## config.mk

```make
export PLATFORM = sky130hd
export DESIGN_NAME = eth_tx_sched
export DESIGN_NICKNAME = d
export VERILOG_FILES = /design/src/rtl/eth_tx_sched_pkg.sv /design/src/rtl/eth_tx_descq.sv /design/src/rtl/eth_tx_sched.sv
export SDC_FILE = /design/constraint.sdc
export NUM_CORES = 1
export LEC_CHECK = 0
export ABC_CLOCK_PERIOD_IN_PS = 4400
export CELL_PAD_IN_SITES_DETAIL_PLACEMENT = 0
export CELL_PAD_IN_SITES_GLOBAL_PLACEMENT = 1
export CORE_MARGIN = 1
export CORE_UTILIZATION = 35
export CTS_BUF_LIST = sky130_fd_sc_hd__clkbuf_8
export DETAILED_ROUTE_END_ITERATION = 16
export GPL_TIMING_DRIVEN = 0
export PLACE_DENSITY = 0.71
export SYNTH_ARGS = -nofsm -noshare
export SYNTH_HDL_FRONTEND = slang
export SYNTH_SLANG_ARGS = --single-unit
```

## constraint.sdc

```tcl
create_clock -name CLK -period 4.4 [get_ports CLK]
set_clock_uncertainty 0.1 [all_clocks]
set_input_delay 0.66 -clock CLK [delete_from_list [all_inputs] [get_ports CLK]]
set_output_delay 0.66 -clock CLK [all_outputs]
set_load 0.05 [all_outputs]
```

## src/rtl/eth_tx_sched_pkg.sv

```systemverilog
// Shared Steelhorse constants for the Ethernet transmit scheduler: FSM
// encodings, interface register addresses and the maximum send length.
package eth_tx_sched_pkg;

  typedef enum logic [2:0] {
    ST_IDLE   = 3'd0,
    ST_LOAD   = 3'd1,
    ST_SETTLE = 3'd2,
    ST_START  = 3'd3,
    ST_WAIT   = 3'd4,
    ST_DONE   = 3'd5
  } state_t;

  localparam logic [9:0] SH_LEN_ADDR  = 10'h00a;
  localparam logic [9:0] SH_IDLE_ADDR = 10'h009;
  localparam logic [9:0] SH_MAX_LEN   = 10'd512;
  localparam int         DESC_W       = 10;

  // Lengths above the Steelhorse buffer size are rejected without starting.
  function automatic logic len_too_long(input logic [DESC_W-1:0] len);
    return len > SH_MAX_LEN;
  endfunction

endpackage

```

## src/rtl/eth_tx_descq.sv

```systemverilog
// Synchronous descriptor FIFO with show-ahead head output; pointers carry an
// extra wrap bit so full and empty are distinguishable without a counter.
module eth_tx_descq #(
  parameter int WIDTH = 10,
  parameter int AW    = 2
) (
  input  logic             clk,
  input  logic             rst,
  input  logic             wr_en,
  input  logic [WIDTH-1:0] wr_data,
  input  logic             rd_en,
  output logic [WIDTH-1:0] rd_data,
  output logic             full,
  output logic             empty,
  output logic [AW:0]      count
);

  logic [WIDTH-1:0] mem [2**AW];
  logic [AW:0]      wr_ptr;
  logic [AW:0]      rd_ptr;
  logic             do_wr;
  logic             do_rd;

  assign full    = (wr_ptr[AW] != rd_ptr[AW]) && (wr_ptr[AW-1:0] == rd_ptr[AW-1:0]);
  assign empty   = (wr_ptr == rd_ptr);
  assign count   = wr_ptr - rd_ptr;
  assign rd_data = mem[rd_ptr[AW-1:0]];

  // Fullness is judged on the registered pointers, so a same-cycle pop
  // never frees a slot for the incoming write.
  assign do_wr = wr_en && !full && !rst;
  assign do_rd = rd_en && !empty;

  always_ff @(posedge clk) begin
    if (do_wr) begin
      mem[wr_ptr[AW-1:0]] <= wr_data;
    end
  end

  always_ff @(posedge clk) begin
    if (rst) begin
      wr_ptr <= '0;
      rd_ptr <= '0;
    end else begin
      if (do_wr) wr_ptr <= wr_ptr + (AW+1)'(1);
      if (do_rd) rd_ptr <= rd_ptr + (AW+1)'(1);
    end
  end

endmodule

```

## src/rtl/eth_tx_sched.sv

```systemverilog
// Queues transmit descriptors and sequences each one into the Steelhorse:
// program the send length, pulse RUN, track BUSY and report completion.
module eth_tx_sched
  import eth_tx_sched_pkg::*;
#(
  parameter int         QDEPTH_LOG2 = 2,
  parameter int         START_TMO   = 1023,
  parameter logic [9:0] LEN_ADDR    = SH_LEN_ADDR,
  parameter logic [9:0] IDLE_ADDR   = SH_IDLE_ADDR
) (
  input  logic                   CLK,
  input  logic                   RST,
  input  logic [9:0]             DESC_IN,
  input  logic                   DESC_WRITE,
  output logic                   DESC_FULL,
  output logic [9:0]             INTRFC_ADDR,
  output logic [15:0]            INTRFC_DATA,
  output logic                   RUN,
  input  logic                   BUSY,
  output logic                   DONE_IRQ,
  output logic                   ERR_IRQ,
  output logic                   OVERFLOW,
  output logic [QDEPTH_LOG2:0]   PENDING,
  output state_t                 fsm_state
);

  localparam int               TMO_W    = $clog2(START_TMO + 1);
  localparam logic [TMO_W-1:0] TMO_LAST = TMO_W'(START_TMO - 1);
  localparam logic [TMO_W-1:0] TMO_MAX  = TMO_W'(START_TMO);

  state_t              state;
  state_t              state_nx;
  logic [DESC_W-1:0]   len_q;
  logic                load_cnt;
  logic [TMO_W-1:0]    tmo_cnt;
  logic                err_q;
  logic                err_set;
  logic                overflow_q;
  logic                pop;
  logic [DESC_W-1:0]   q_head;
  logic                q_full;
  logic                q_empty;

  // Enqueue handshake: DESC_IN is taken on any edge where DESC_WRITE=1 and
  // DESC_FULL=0 (outside reset); a write while full is dropped and flagged.
  eth_tx_descq #(
    .WIDTH (DESC_W),
    .AW    (QDEPTH_LOG2)
  ) u_descq (
    .clk     (CLK),
    .rst     (RST),
    .wr_en   (DESC_WRITE),
    .wr_data (DESC_IN),
    .rd_en   (pop),
    .rd_data (q_head),
    .full    (q_full),
    .empty   (q_empty),
    .count   (PENDING)
  );

  always_ff @(posedge CLK) begin
    if (RST) begin
      state      <= ST_IDLE;
      len_q      <= '0;
      load_cnt   <= 1'b0;
      tmo_cnt    <= '0;
      err_q      <= 1'b0;
      overflow_q <= 1'b0;
    end else begin
      state    <= state_nx;
      load_cnt <= (state == ST_LOAD) && !load_cnt;
      err_q    <= err_set;
      if (pop) len_q <= q_head;
      if (DESC_WRITE && q_full) overflow_q <= 1'b1;
      // Held at zero outside START so every START begins from a clean count.
      if (state != ST_START) begin
        tmo_cnt <= '0;
      end else if (tmo_cnt != TMO_MAX) begin
        tmo_cnt <= tmo_cnt + TMO_W'(1);
      end
    end
  end

  always_comb begin
    state_nx = state;
    pop      = 1'b0;
    err_set  = 1'b0;
    case (state)
      ST_IDLE: begin
        if (!q_empty) begin
          pop = 1'b1;
          if (q_head == '0) begin
            state_nx = ST_DONE;
          end else if (len_too_long(q_head)) begin
            err_set = 1'b1;
          end else begin
            state_nx = ST_LOAD;
          end
        end
      end
      ST_LOAD:   if (load_cnt) state_nx = ST_SETTLE;
      ST_SETTLE: state_nx = ST_START;
      ST_START: begin
        if (BUSY) begin
          state_nx = ST_WAIT;
        end else if (tmo_cnt == TMO_LAST) begin
          state_nx = ST_IDLE;
          err_set  = 1'b1;
        end
      end
      ST_WAIT:   if (!BUSY) state_nx = ST_DONE;
      ST_DONE:   state_nx = ST_IDLE;
      default:   state_nx = ST_IDLE;
    endcase
  end

  assign INTRFC_ADDR = (state == ST_LOAD) ? LEN_ADDR : IDLE_ADDR;
  assign INTRFC_DATA = {6'h0, len_q};
  assign RUN         = (state == ST_START) || (state == ST_WAIT);
  assign DONE_IRQ    = (state == ST_DONE);
  assign ERR_IRQ     = err_q;
  assign OVERFLOW    = overflow_q;
  assign DESC_FULL   = q_full;
  assign fsm_state   = state;

endmodule

```

# --- After elaboration in Yosys (flattened, before gate mapping) ---
# Memory sizes are Yosys's and may differ from the RTL's. A register that Yosys moved wholly into a read port is not among the register bits.
# Index checks and enable logic that the tools add are counted.
# Widths: inputs -> output; s select.
op_classes:
  n_addsub: 4
  order_cmp: 1
  eq_ne: 16
  n_mux: 21
  n_reduce_logical: 15
op_table:
  columns: ["operator", "n"]
  rows:
  - ["$mux 3", 7]
  - ["$pmux 3 s5", 1]
  - ["$add 10x1->10 const B", 1]
  - ["$eq 10x10->1 const B", 1]
  - ["$gt 10x10->1 const B", 1]
  - ["$logic_not 10->1", 1]
  - ["$ne 10x10->1 const B", 1]
  - ["$mux 1", 9]
  - ["$add 3x1->3 const B", 2]
  - ["$eq 3x2->1 const B", 2]
  - ["$eq 3x3->1 const B", 2]
  - ["$logic_and 1x1->1", 6]
  - ["$mux 2", 3]
  - ["$ne 2x2->1 const B", 3]
  - ["$ne 3x3->1 const B", 2]
  - ["$reduce_and 5->1", 1]
  - ["$logic_not 1->1", 4]
  - ["$eq 3x1->1 const B", 1]
  - ["$eq 3x3->1", 1]
  - ["$logic_not 3->1", 1]
  - ["$ne 3x2->1 const B", 1]
  - ["$sub 3x3->3", 1]
  - ["$eq 2x2->1", 1]
  - ["$pmux 1 s2", 1]
  - ["other kinds (3)", 3]
totals:
  ff_bits: 32
  ram_bits: 40
  inputBits: 14
  output_inout_bits: 37
  word_cells: 66
  n_memories: 1
mem_list:
  columns: ["memory", "depth", "width", "read_ports", "rd_clocked_by_memory_dff", "write_ports", "line_no", "source"]
  rows:
  - ["u_descq.mem", 4, 10, 1, 1, 1, "eth_tx_descq.sv:18", "logic [WIDTH-1:0] mem [2**AW];"]

# --- Logic depth before layout (Yosys ltp) ---
# Gate-level depths: netlist of run 1.
depth:
  word_depth: 7
  mapped_depth: 7
  depth_no_buf: 6

# --- By module ---
# Synthesis of run 1 repeated with hierarchy kept, for this count alone.
hier_totals:
  hier_cells: 289
  area_unflattened_um2: 3439.5
modules_own_cells:
  columns: ["module", "n_inst", "cells_each", "area_per_inst_um2", "seq_area_each_um2"]
  rows:
  - ["eth_tx_descq", 1, 122, 2044.5, 1361.3]
  - ["eth_tx_sched", 1, 167, 1395.1, 520.5]

# --- Least setup slack after synthesis of run 1 ---
# Ideal clock, no wire load.
synth_path:
  path_type: "reg-to-output"
  from: "register state[0] (netlist: fsm_state[0])"
  to: "output port INTRFC_ADDR[1]"
  arrival_ps: 2102
  required_time_ps: 3640
  slack_ps: 1538
  path_stages_with_launch: 5
  n_path_buf: 1
  cell_sequence: "dfxtp_1 > buf_1 > inv_2 > or3_1 > inv_1"
synth_via:
  elab_chain_len: 2
synth_rtl:
  columns: ["element", "line_no", "source"]
  rows:
  - ["start, declared", "eth_tx_sched.sv:31", "state_t state;"]
  - ["start signal, assigned", "eth_tx_sched.sv:70", "state <= state_nx;"]
  - ["$eq 3x1->1", "eth_tx_sched.sv:117", "assign INTRFC_ADDR = (state == ST_LOAD) ? LEN_ADDR : IDLE_ADDR;"]
  - ["$mux 2", "eth_tx_sched.sv:117", null]
  - ["end, declared", "eth_tx_sched.sv:16", "output logic [9:0] INTRFC_ADDR,"]
# Every way passes these cells.

# --- Worst setup path in the final report of run 1 ---
# Ends and elaborated chain as after synthesis.

==> implementation parameters, run 1 <==
Parameter                              Value

Global route
  GR Layer Usage met3    0.0397
  Number of antenna violations at the first check in global routing    0
  Aggregate global routing overflow    0
  Wire length of the first global-routing pass    9.55 mm
  GR met2 Demand/Resource    0.211
  Top Usage Layer GRT    met2
  Largest net degree at the start of global routing    15
  Overall global routing resource usage    0.129
  Vias in the first global route    1952
  Met1 layer usage reported by global route    0.159

Floorplan
  Starting Density    0.358
  Die footprint    0.00981 mm²
  Standard cell core area    0.00920 mm²
  I/O pins    51
  Die W    99.0 µm
  Die height    99.0 µm
  Number of placement rows    35

Place
  HPWL after detailed placement    4.15 mm
  Port Buffers    36
  Final weighted congestion in routability-driven placement    0.766

Finish
  Layout net count    342
  Commonest non-fill, non-tap cells in the layout    sky130_fd_sc_hd__edfxtp_1, sky130_fd_sc_hd__clkdlybuf4s50_1, sky130_fd_sc_hd__nor2_1
  Sequential cell area    0.00188 mm²
  Layout cells sized above 1    0.133
  Number of diodes    0
  Synthesis-to-layout area growth    22.6%
  Commonest non-fill, non-tap cell in the layout    sky130_fd_sc_hd__edfxtp_1
  Combined area of the multi-input logic cells    0.00127 mm²
  Fill cell count    851

Setup path
  Data required time at the worst endpoint    3640 ps
  Slowest Stage Delay on Critical Path    790 ps
  Slowest library cell on the worst path    sky130_fd_sc_hd__clkdlybuf4s50_1
  Arrival time reported for the critical path endpoint    2540 ps
  Slack of the worst reg-to-reg path    2090 ps
  Kind of launch point of the worst setup path    flop
  Type of the setup path with the least slack    flop to output pin
  Critical path, cell by cell    buf_1 > inv_2 > or3_1 > inv_1 > clkdlybuf4s50_1
  Critical Path Sink Type    output pin
  Maximum fanout count along the critical path    10

Power
  Post-layout power    2360 µW
  Power density of the placed cells    584 mW/mm²
  Peak VDD IR    0.000158 V
  Static leakage    0.00149 µW

Clock tree
  Number of buffers between clock root and the deepest sink    2
  Number of buffers created by CTS    9
  Clock network latency to the later pin of the worst-skew pair    350 ps
  Number of sinks on the clock net    74
  Hold buffer count at CTS    0
  H-tree depth reported by CTS    3
  Clock root buffer    sky130_fd_sc_hd__clkbuf_8
  Post-CTS clock slew at the launch and capture registers of the worst setup and hold paths    80 ps
  CTS tree    built
  Post-CTS setup repair buffer count    0
  Resize count post-CTS    0

Yosys
  Register bit total from synthesis    74
  Seq/Total Area, Yosys    0.571
  Top_reg_cell synth    sky130_fd_sc_hd__edfxtp_1
  Yosys warning total    0
  Distinct cells, synth    52
  Number of standard cells after synthesis    259
  Avg Synthesized Cell Area    12.7 µm²
  Async S/R FF share, synth    0
  Post-synthesis cell area    0.00330 mm²
  Number of synthesized flops with an enable pin    40

Routing
  Number of vias in the routed layout    2078
  Antenna Nets Post-Route    0
  Number of DRC violations after detailed-routing iteration 0    56
  Total wire length after detailed routing    5.87 mm
  DRC viols    0
  Via density    4.79
  Router iterations before antenna repair    4
  Post-DR wirelength/cell    13.5 µm

Run
  Max-cap violation count    0

STA
  Worst max-slew margin expressed relative to the limit    0.644
  Final Critical Period    3300 ps
  Count of final max-slew check failures    0
  RSZ-0062 raised after global routing    false
  Number of hold violations in the final report    0
  Final cycle utilization of the critical path    0.751
  Fin Setup TNS    0 ps
  FMAX    303 MHz
  Final Setup Violations    0
  Transition time at the pin with the least slew margin    534 ps

Hold path
  HP Class    flop to flop

Status
  Outcome    completed
==> where the power goes <==
part,total (µW),internal [µW],switching [µW]
registers,866,810,55.8
clock network,531,266,265
logic,961,366,595
==> cell usage after synthesis (2+ instances only) <==
master                      number  area [µm²]
sky130_fd_sc_hd__edfxtp_1       40        1200
sky130_fd_sc_hd__clkbuf_1        5        18.8
sky130_fd_sc_hd__o2111ai_1       2        17.5
sky130_fd_sc_hd__a211oi_1        3        22.5
sky130_fd_sc_hd__o21ai_1         3        15.0
sky130_fd_sc_hd__nor2_1         35         131
sky130_fd_sc_hd__nand4_1         4        25.0
sky130_fd_sc_hd__conb_1          2        7.51
sky130_fd_sc_hd__a31oi_1         2        12.5
sky130_fd_sc_hd__mux2i_1        12         120
sky130_fd_sc_hd__or3_1           2        12.5
sky130_fd_sc_hd__inv_1           9        33.8
sky130_fd_sc_hd__nand2_1         6        22.5
sky130_fd_sc_hd__nand2b_1        2        12.5
sky130_fd_sc_hd__buf_4          14         105
sky130_fd_sc_hd__and2_1          7        43.8
sky130_fd_sc_hd__o211ai_1        2        15.0
sky130_fd_sc_hd__nand3_1         4        20.0
sky130_fd_sc_hd__mux4_2          6         135
sky130_fd_sc_hd__xor2_1          7        61.3
sky130_fd_sc_hd__o22ai_1         2        12.5
sky130_fd_sc_hd__nand3b_1        3        22.5
sky130_fd_sc_hd__a21oi_1         4        20.0
sky130_fd_sc_hd__ha_1            9         113
sky130_fd_sc_hd__xnor2_1         6        52.6
sky130_fd_sc_hd__dfxtp_1        34         681
sky130_fd_sc_hd__nor3_1          4        20.0
sky130_fd_sc_hd__a311o_1         2        20.0
sky130_fd_sc_hd__mux4_1          4         105
sky130_fd_sc_hd__inv_2           2        7.51
==> registers in the layout, indices dropped and copies added (netlist names), named ones only <==
| register | count |
|---|---|
| fsm_state | 3 |
| len_q | 10 |
| OVERFLOW | 1 |
| ERR_IRQ | 1 |
| load_cnt | 1 |
| tmo_cnt | 10 |
| u_descq.wr_ptr | 3 |
| u_descq.mem | 40 |
| u_descq.rd_ptr | 3 |
==> worst paths after layout <==
check / from / to / depth (start not counted)
setup / recovery: fsm_state[0] / INTRFC_ADDR[1] / 5
hold / removal: OVERFLOW / OVERFLOW / 2
setup reg to reg: u_descq.wr_ptr[0] / u_descq.mem[1][0] / 6
hold reg to reg: OVERFLOW / OVERFLOW / 2
==> final cells by class <==
class                   instances  area share
plain buffers                  23      0.0369
flip-flops and latches         74       0.466
clock buffers                   9      0.0307
clock inverters                 7      0.0189
repair buffers                 36      0.0892
multi-input cells             163       0.314
inverters                      11      0.0102
well taps                     111      0.0344
==> through the flow <==
| step | instances | hold slack [ps] | util | setup WS, ps | cell area (µm²) |
|---|---|---|---|---|---|
| 2_1_floorplan | 271 | 335 | - | 1540 | 3340 |
| 3_3_place_gp | 418 | 352 | 0.418 | 1510 | 3840 |
| 3_5_place_dp | 418 | 364 | 0.418 | 1500 | 3840 |
| 4_1_cts | 434 | 383 | 0.439 | 1100 | 4040 |
| 5_1_grt | 434 | 418 | 0.439 | 968 | 4040 |
| 6_report | 434 | 378 | 0.439 | 1100 | 4040 |
==> cells by family (layout without fill, tap and decap cells) <==
family | count (synthesis) | in the layout | share of synthesized area
adders and majority gates | 10 | 10 | 0.0402
and+or+nand+nor | 75 | 75 | 0.119
AOI/OAI and AO/OA | 28 | 28 | 0.0626
xor gates and xnor gates | 13 | 13 | 0.0345
other | 2 | 14 | 0.00228
DFF | 74 | 74 | 0.571
muxes | 23 | 23 | 0.113
buffers and inverters | 34 | 86 | 0.0577
==> routing by layer <==
layer,wire length (µm),up-vias
li1,-,1038
met1,2820,994
met2,2800,39
met3,213,7
met4,48,0
met5,0,-
==> worst max-delay path, delay by kind of cell, from the launching register on <==
family | cells | cell delay [ps]
flops | 1 | 400
simple gates | 1 | 430
buf+inv | 4 | 1370
Note: power is estimated with default switching activity, not from simulation.
==> run 2: changes to the inputs <==
--- a/config.mk
+++ b/config.mk
@@ -5,7 +5,7 @@
 export SDC_FILE = /design/constraint.sdc
 export NUM_CORES = 1
 export LEC_CHECK = 0
-export ABC_CLOCK_PERIOD_IN_PS = 4400
+export ABC_CLOCK_PERIOD_IN_PS = 2700
 export CELL_PAD_IN_SITES_DETAIL_PLACEMENT = 0
 export CELL_PAD_IN_SITES_GLOBAL_PLACEMENT = 1
 export CORE_MARGIN = 1
@@ -13,7 +13,7 @@
 export CTS_BUF_LIST = sky130_fd_sc_hd__clkbuf_8
 export DETAILED_ROUTE_END_ITERATION = 16
 export GPL_TIMING_DRIVEN = 0
-export PLACE_DENSITY = 0.71
+export PLACE_DENSITY = 0.74
 export SYNTH_ARGS = -nofsm -noshare
 export SYNTH_HDL_FRONTEND = slang
 export SYNTH_SLANG_ARGS = --single-unit
==> constraint.sdc (replaced) <==
create_clock -name CLK -period 2.7 [get_ports CLK]
set_clock_uncertainty 0.1 [all_clocks]
set_input_delay 0.405 -clock CLK [delete_from_list [all_inputs] [get_ports CLK]]
set_output_delay 0.405 -clock CLK [all_outputs]
set_load 0.05 [all_outputs]
==> implementation parameters, run 2 (synthesis gave the netlist of run 1 again) <==
Parameter                              Value

STA
  Final cycle utilization of the critical path    0.956
  Number of hold violations in the final report    0 (unchanged)
  Fin Setup TNS    0 ps (unchanged)
  Count of final max-slew check failures    0 (unchanged)
  FMAX    387 MHz
  Final Setup Violations    0 (unchanged)
  Transition time at the pin with the least slew margin    546 ps (+11.4 ps)
  Worst max-slew margin expressed relative to the limit    0.636 (-0.00760)
  RSZ-0062 raised after global routing    false
  Final Critical Period    2580 ps
  Post-layout worst setup margin    119 ps (-978 ps)

Routing
  Router iterations before antenna repair    4 (unchanged)
  DRC viols    0 (unchanged)
  Total wire length after detailed routing    6.13 mm (+4.4%)
  Number of DRC violations after detailed-routing iteration 0    71 (+27%)
  Antenna Nets Post-Route    0 (unchanged)
  Number of vias in the routed layout    2091 (+0.63%)
  Via density    4.82 (+0.63%)
  Post-DR wirelength/cell    14.1 µm (+4.4%)

Hold path
  Worst-case hold path end point    OVERFLOW
  HP Class    flop to flop
  Number of instances on the worst hold path    2 (unchanged)
  Worst Min Path Start    OVERFLOW

Setup path
  Type of the setup path with the least slack    flop to output pin
  Maximum fanout count along the critical path    10 (unchanged)
  Slack of the worst reg-to-reg path    400 ps (-1690 ps)
  Depth of the worst register-to-register path    6 (unchanged)
  Critical path, cell by cell    buf_1 > inv_2 > or3_1 > dlygate4sd2_1
  Kind of launch point of the worst setup path    flop
  Arrival time reported for the critical path endpoint    2080 ps (-460 ps)
  Reg-to-reg startpoint    u_descq.wr_ptr[0]
  Data required time at the worst endpoint    2190 ps (-1450 ps)
  Critical Path Sink Type    output pin
  Slowest Stage Delay on Critical Path    440 ps (-350 ps)
  Slowest library cell on the worst path    sky130_fd_sc_hd__dlygate4sd2_1
  Endpoint of the lowest-slack register-to-register path    u_descq.mem[0][4]

Finish
  Layout net count    342 (unchanged)
  Synthesis-to-layout area growth    22.7%
  Commonest non-fill, non-tap cells in the layout    sky130_fd_sc_hd__edfxtp_1, sky130_fd_sc_hd__nor2_1, sky130_fd_sc_hd__dfxtp_1
  Fill cell count    854 (+0.35%)
  Number of flip-flops under the largest register name    40 (unchanged)
  Commonest non-fill, non-tap cell in the layout    sky130_fd_sc_hd__edfxtp_1
  Number of diodes    0 (unchanged)
  Layout cells sized above 1    0.142 (+0.00929)

Run
  Max-cap violation count    0 (unchanged)

Place
  Port Buffers    36 (unchanged)
  Pre-CTS setup slack    69.5 ps (-1430 ps)
  Final weighted congestion in routability-driven placement    0.810 (+5.7%)
  HPWL after detailed placement    4.38 mm (+5.5%)

Global route
  Number of antenna violations at the first check in global routing    0 (unchanged)
  Aggregate global routing overflow    0 (unchanged)
  Vias in the first global route    2056 (+5.3%)
  Wire length of the first global-routing pass    10.1 mm (+6.1%)
  Overall global routing resource usage    0.135 (+0.00570)
  Largest net degree at the start of global routing    16 (+1)

Floorplan
  I/O pins    51 (unchanged)
  Die height    99.0 µm (unchanged)
  Die footprint    0.00981 mm² (unchanged)
  Standard cell core area    0.00920 mm² (unchanged)
  Starting Density    0.358 (unchanged)
  Die W    99.0 µm (unchanged)
  Number of placement rows    35 (unchanged)

Clock tree
  Post-CTS setup repair buffer count    0 (unchanged)
  Number of buffers between clock root and the deepest sink    2 (unchanged)
  Number of buffers created by CTS    9 (unchanged)
  H-tree depth reported by CTS    3 (unchanged)
  Clock root buffer    sky130_fd_sc_hd__clkbuf_8
  CTS tree    built
  Number of sinks on the clock net    74 (unchanged)
  Post-CTS clock slew at the launch and capture registers of the worst setup and hold paths    90 ps (about the same)
  Clock network latency to the later pin of the worst-skew pair    350 ps (about the same)
  Hold buffer count at CTS    0 (unchanged)

Power
  Static leakage    0.00154 µW (+3.4%)
  Power density of the placed cells    953 mW/mm² (+63%)
  Peak VDD IR    0.000293 V (+85%)

Status
  Outcome    completed
run 2: routing by layer:
metal / vias to the layer above / routed length [µm] / GRT usage
li1: 1044 / - / -
met1: 1000 / 2810 / 0.164
met2: 40 / 3070 / 0.232
met3: 7 / 173 / 0.0277
met4: 0 / 78 / 0.0551
met5: - / 0 / 0
run 2: where the power goes:
| group | internal, µW | switching [µW] |
|---|---|---|
| clock | 443 | 461 |
| sequential | 1320 | 86.9 |
| combinational | 572 | 971 |
| total | 2340 | 1520 |
run 2: cell type report:
type,count,area (µm²),area share
Tap cell,111,139,0.0343
Buffer,23,149,0.0368
Clock inverter,7,83.8,0.0207
Sequential cell,74,1880,0.465
Inverter,11,41.3,0.0102
Multi-Input combinational cell,163,1270,0.314
Timing Repair Buffer,36,358,0.0885
Clock buffer,9,124,0.0306
run 2: what timing repair did:
action | 4_1_cts | 5_1_grt
pin swaps | 0 | 0
gates resized for setup | 8 | 3
setup endpoints to repair | 5 | 3
run 2: worst max-delay path: cells and delay by family (launching register included):
family                 cells  cell delay [ps]
buffers and inverters      3              910
flip-flops                 1              400
AND/OR/NAND/NOR            1              420
run 2: how the worst max path moves through the flow:
stage | startpoint | end | slack [ps] | cells after the start
finish | fsm_state[0] | INTRFC_ADDR[0] | 120 | 4
global placement | fsm_state[0] | INTRFC_ADDR[1] | 60 | 5
floorplan | fsm_state[0] | INTRFC_ADDR[1] | 90 | 4
global route | fsm_state[0] | INTRFC_ADDR[0] | 1 | 4
detailed placement | fsm_state[0] | INTRFC_ADDR[1] | 70 | 5
CTS | fsm_state[2] | RUN | 10 | 4
run 2: through the flow:
| step | total power [µW] | util | hold slack (ps) | area, µm² | instances |
|---|---|---|---|---|---|
| finish | 3850 | 0.440 | 374 | 4050 | 434 |
| global route | 4050 | 0.440 | 438 | 4050 | 434 |
| CTS | 3900 | 0.440 | 384 | 4050 | 434 |
| detailed placement | 3010 | 0.418 | 363 | 3840 | 418 |
| global placement | 2990 | 0.418 | 353 | 3840 | 418 |
| floorplan | 2580 | - | 335 | 3340 | 271 |
